File: src/rtl/regfile_pkg.sv
// Shared encodings for the parametrised register file.
// FunSel codes plus the select-map origin of each register bank.
package regfile_pkg;

  typedef enum logic [1:0] {
    FUN_CLR = 2'b00,
    FUN_LD  = 2'b01,
    FUN_DEC = 2'b10,
    FUN_INC = 2'b11
  } fun_e;

  // Select codes start with the temporaries, then the general registers.
  localparam int T_BASE = 0;

  function automatic int r_base(input int num_t);
    return num_t;
  endfunction

endpackage

File: src/rtl/regfile_cell.sv
// One register of the file: clear/load/dec/inc under an enable.
// wrap is combinational and flags an enabled inc/dec that rolls over this edge.
module regfile_cell
  import regfile_pkg::*;
#(
  parameter int WIDTH = 8
) (
  input  logic             clk,
  input  logic             rst_n,
  input  logic             en,
  input  logic [1:0]       fun,
  input  logic [WIDTH-1:0] d,
  output logic [WIDTH-1:0] q,
  output logic             wrap
);

  localparam logic [WIDTH-1:0] ONE = {{(WIDTH-1){1'b0}}, 1'b1};

  always_ff @(posedge clk or negedge rst_n) begin
    if (!rst_n) begin
      q <= '0;
    end else if (en) begin
      case (fun_e'(fun))
        FUN_CLR: q <= '0;
        FUN_LD:  q <= d;
        FUN_DEC: q <= q - ONE;
        default: q <= q + ONE;
      endcase
    end
  end

  assign wrap = en && (((fun == FUN_DEC) && (q == '0)) ||
                       ((fun == FUN_INC) && (q == '1)));

endmodule

File: src/rtl/regfile_param.sv
// Parametrised T/R register file with two combinational read ports, a Zero
// vector and a registered Wrap flag. Define REGFILE_BYPASS_EN for load write-through.
module regfile_param
  import regfile_pkg::*;
#(
  parameter  int WIDTH   = 8,
  parameter  int NUM_R   = 4,
  parameter  int NUM_T   = 4,
  localparam int NUM_REG = NUM_T + NUM_R,
  localparam int SEL_W   = $clog2(NUM_REG)
) (
  input  logic               clk,
  input  logic               rst_n,
  input  logic [WIDTH-1:0]   I,
  input  logic [SEL_W-1:0]   O1Sel,
  input  logic [SEL_W-1:0]   O2Sel,
  input  logic [1:0]         FunSel,
  input  logic [NUM_R-1:0]   RSel,
  input  logic [NUM_T-1:0]   TSel,
  output logic [WIDTH-1:0]   O1,
  output logic [WIDTH-1:0]   O2,
  output logic [NUM_REG-1:0] Zero,
  output logic               Wrap
);

  logic [NUM_REG-1:0] en;
  logic [NUM_REG-1:0] cell_wrap;
  logic [WIDTH-1:0]   rq [NUM_REG];

  // Enable vector is laid out in select-code order: temporaries first.
  assign en[T_BASE +: NUM_T]        = TSel;
  assign en[r_base(NUM_T) +: NUM_R] = RSel;

  for (genvar k = 0; k < NUM_REG; k++) begin : g_cell
    regfile_cell #(.WIDTH(WIDTH)) u_cell (
      .clk  (clk),
      .rst_n(rst_n),
      .en   (en[k]),
      .fun  (FunSel),
      .d    (I),
      .q    (rq[k]),
      .wrap (cell_wrap[k])
    );
    assign Zero[k] = (rq[k] == '0);
  end

  always_comb begin
    O1 = '0;
    O2 = '0;
    for (int k = 0; k < NUM_REG; k++) begin
      if (O1Sel == k[SEL_W-1:0]) O1 = rq[k];
      if (O2Sel == k[SEL_W-1:0]) O2 = rq[k];
    end
`ifdef REGFILE_BYPASS_EN
    for (int k = 0; k < NUM_REG; k++) begin
      if ((FunSel == FUN_LD) && en[k] && (O1Sel == k[SEL_W-1:0])) O1 = I;
      if ((FunSel == FUN_LD) && en[k] && (O2Sel == k[SEL_W-1:0])) O2 = I;
    end
`endif
  end

  always_ff @(posedge clk or negedge rst_n) begin
    if (!rst_n) Wrap <= 1'b0;
    else        Wrap <= |cell_wrap;
  end

endmodule

File: config.mk
export PLATFORM = sky130hd
export DESIGN_NAME = regfile_param
export DESIGN_NICKNAME = d
export VERILOG_FILES = /design/src/rtl/regfile_pkg.sv /design/src/rtl/regfile_cell.sv /design/src/rtl/regfile_param.sv
export SDC_FILE = /design/constraint.sdc
export NUM_CORES = 1
export LEC_CHECK = 0
export ABC_CLOCK_PERIOD_IN_PS = 5900
export CORE_ASPECT_RATIO = 0.9
export CORE_MARGIN = 5
export CORE_UTILIZATION = 60
export DETAILED_ROUTE_END_ITERATION = 12
export GPL_ROUTABILITY_DRIVEN = 0
export PLACE_DENSITY = 0.82
export SLEW_MARGIN = 20
export SYNTH_ARGS = -nofsm -noshare
export SYNTH_HDL_FRONTEND = slang
export SYNTH_SLANG_ARGS = --single-unit
File: constraint.sdc
create_clock -name clk -period 5.9 [get_ports clk]
set_input_delay 1.18 -clock clk [delete_from_list [all_inputs] [get_ports clk]]
set_output_delay 1.18 -clock clk [all_outputs]
set_load 0.05 [all_outputs]
==> results_dict.tcl, run 1 <==
set metrics [dict create \
    synth.net_count 892 \
    die_area_um2 12700 \
    die_x_um 118 \
    period_share_pct 87.6 \
    clk_path_buf_depth 2 \
    cts_sinks 65 \
    routedWlPerCell_um 21.2 \
    power.leakage_nw 2.80 \
    fp.dieH_um 107 \
    worstPathArrival_ps 3990 \
    cap_violations 0 \
    power_density_nw_per_um2 291 \
    yosysTopAreaCellShare_pct 25.7 \
    stdcell_area_um2 6950 \
    hp-class "flip-flop to flip-flop" \
    yosys_warnings 0 \
    grt_pass1_wl_mm 33.1 \
    ys_seq_area_share_pct 25.7 \
    drive_above_1_share_pct 7.03 \
    maxSlewHeadroom_pct 25.6 \
    path_clk_slew_ps 50 \
    cp_max_fo 22 \
    setup_viol 0 \
    end_kind "output pin" \
    vdd_drop_max_uv 180 \
    final_cell_mix "nand2_1, a21oi_1, o21ai_0" \
    grt_pass1_vias 6481 \
    remaining_drc_errors 0 \
    worstSetupStartpointType "input pin" \
    grt_max_degree 66 \
    hold_viol 0 \
    layout_commonest_cell "nand2_1" \
    ant_nets 0 \
    track_usage_pct 32.2 \
    cts_setup_buffers 0 \
    antenna_found_initial 0 \
    io_pins 51 \
    start_util_pct 61.4 \
    fmax_ghz 0.194 \
    rsz0062_at_grt "no" \
    post_cts_resized 0 \
    cp_slowest_stage_delay_ps 1130 \
    worst_path_most_repeated_cell "clkdlybuf4s50_1" \
    antenna_cells 0 \
    clkLatencyLatePin_ps 330 \
    numCtsBuffers 9 \
    gr-total-overflow 0 \
    drt_first_pass_iters 9 \
    post-route-util_pct 67.5 \
    tritoncts "built" \
    finalCriticalPeriod_ps 5170 \
    drtIter0Drc 882 \
    async_flop_share_pct 100 \
    synth_top_flop_cell "dfrtp_1" \
    h-tree-depth 3 \
    cts-root-buf "clkbuf_16" \
    vias 6844 \
    worst_slew_pin_slew_ps 1120 \
    vias_per_cell 7.07 \
    dp_hpwl_mm 14.3 \
    port_buffers 50 \
    rows 35 \
    cts_hold_buf 0 \
    design.core.area_um2 10300 \
    path_class "input pin to output pin" \
    synth_cell_types 57 \
    cp.required_ps 4720 \
    wirelength_mm 20.6 \
    cp_slowest_cell "clkdlybuf4s50_1" \
    syn_inst 855 \
    slew_viol_final 0 \
    placed_cell_area_um2 6690 \
    synth_edf_count 0 \
    syn_avg_cell_area_um2 7.39 \
    area_growth_pct 10.0 \
    syn_area_um2 6320 \
    ys_top_cells_by_area "dfrtp_1, a21oi_1, nand2_1" \
    crit_chain "clkdlybuf4s50_1, mux4_2, mux2_2, clkdlybuf4s50_1" \
    ys_ff_latch 65 \
    setup_tns_ps 0 \
    outcome "finished, final reports clean" \
    finalClockSkew_ps 3.68 \
    fin_nets 873 \
    synth_area_leader_cell "dfrtp_1" \
]
==> state kept, by name (all words and copies together) (netlist names) <==
name             flops
g_cell.u_cell.q     64
Wrap                 1
==> final cells by class <==
class                           count  area (um2)
Fill cell                         875        3340
Tap cell                          129         161
Multi-Input combinational cell    685        4270
Timing Repair Buffer               61         573
Sequential cell                    65        1630
Clock buffer                       14         264
Inverter                           14        52.6
==> final timing paths <==
kind / start / end / slack [ps] / depth (start not counted)
min: g_cell[6].u_cell.q[7]$_DFFE_PN0P_ / g_cell[6].u_cell.q[7]$_DFFE_PN0P_ / 650 / 2
max reg2reg: g_cell[6].u_cell.q[1]$_DFFE_PN0P_ / g_cell[6].u_cell.q[6]$_DFFE_PN0P_ / 3590 / 9
min in group asynchronous: rst_n / g_cell[2].u_cell.q[4]$_DFFE_PN0P_ / 1050 / 2
max: O1Sel[1] / O1[6] / 730 / 4
max in group asynchronous: rst_n / g_cell[5].u_cell.q[5]$_DFFE_PN0P_ / 4270 / 2
min reg2reg: g_cell[6].u_cell.q[7]$_DFFE_PN0P_ / g_cell[6].u_cell.q[7]$_DFFE_PN0P_ / 650 / 2
==> critical path, delay by kind of cell <==
kind / cells / cell delay [ps]
mux: 2 / 940
buf+inv: 2 / 1850
==> layer usage <==
layer  track usage [%]  part of all wire (%)  up-vias
met5                 0                     0        -
met4              16.5                   5.2        0
met3              6.57                    12      107
met2              51.8                    45      488
met1              41.0                    38     3183
li1                  -                     -     3066
==> stage by stage <==
stage / hold slack [ps] / instances / power [mW] / setup WS (ps)
floorplan: 561 / 855 / 1.28 / 1840
global placement: 605 / 954 / 1.47 / 878
detailed placement: 629 / 954 / 1.51 / 839
CTS: 642 / 968 / 2.00 / 795
global route: 665 / 968 / 2.13 / 675
finish: 654 / 968 / 2.02 / 734
==> cells in the mapped netlist, types with 12 or more instances <==
cell and count:
a22o_1 13, a21oi_1 89, dfrtp_1 65, o22ai_1 20
mux4_2 12, o21ai_0 81, nor3_1 26, mux2_2 13
nand2_1 116, inv_1 14, clkbuf_1 72, xnor2_1 21
nor2_1 64, nor4_1 15, mux2i_1 41, nor2b_1 19
nand4_1 12, nand3_1 31
==> where the power goes <==
group          internal (mW)  leakage, nW  switching [mW]
Sequential             0.526        0.767           0.234
Clock                  0.303        0.129           0.192
Combinational          0.334         1.90           0.435
Total                   1.16         2.80           0.861
==> kinds of logic (layout without fill, tap and decap cells) <==
family | count (synthesis) | count (layout) | synth area share (%)
compound gates | 262 | 262 | 24.9
xor+xnor | 23 | 23 | 3.19
fa+ha+maj | 11 | 11 | 2.18
buf+inv | 105 | 89 | 6.65
flops | 65 | 65 | 25.7
mux | 66 | 66 | 13.1
simple gates | 323 | 323 | 24.2
Note: power is estimated with default switching activity, not from simulation.
==> run 2, diff against run 1 <==
--- a/config.mk
+++ b/config.mk
@@ -5,7 +5,6 @@
 export SDC_FILE = /design/constraint.sdc
 export NUM_CORES = 1
 export LEC_CHECK = 0
-export ABC_CLOCK_PERIOD_IN_PS = 5900
 export CORE_ASPECT_RATIO = 0.9
 export CORE_MARGIN = 5
 export CORE_UTILIZATION = 60
==> results of run 2 <==
No change in the layout: final DEF, timing and power equal those of run 1.
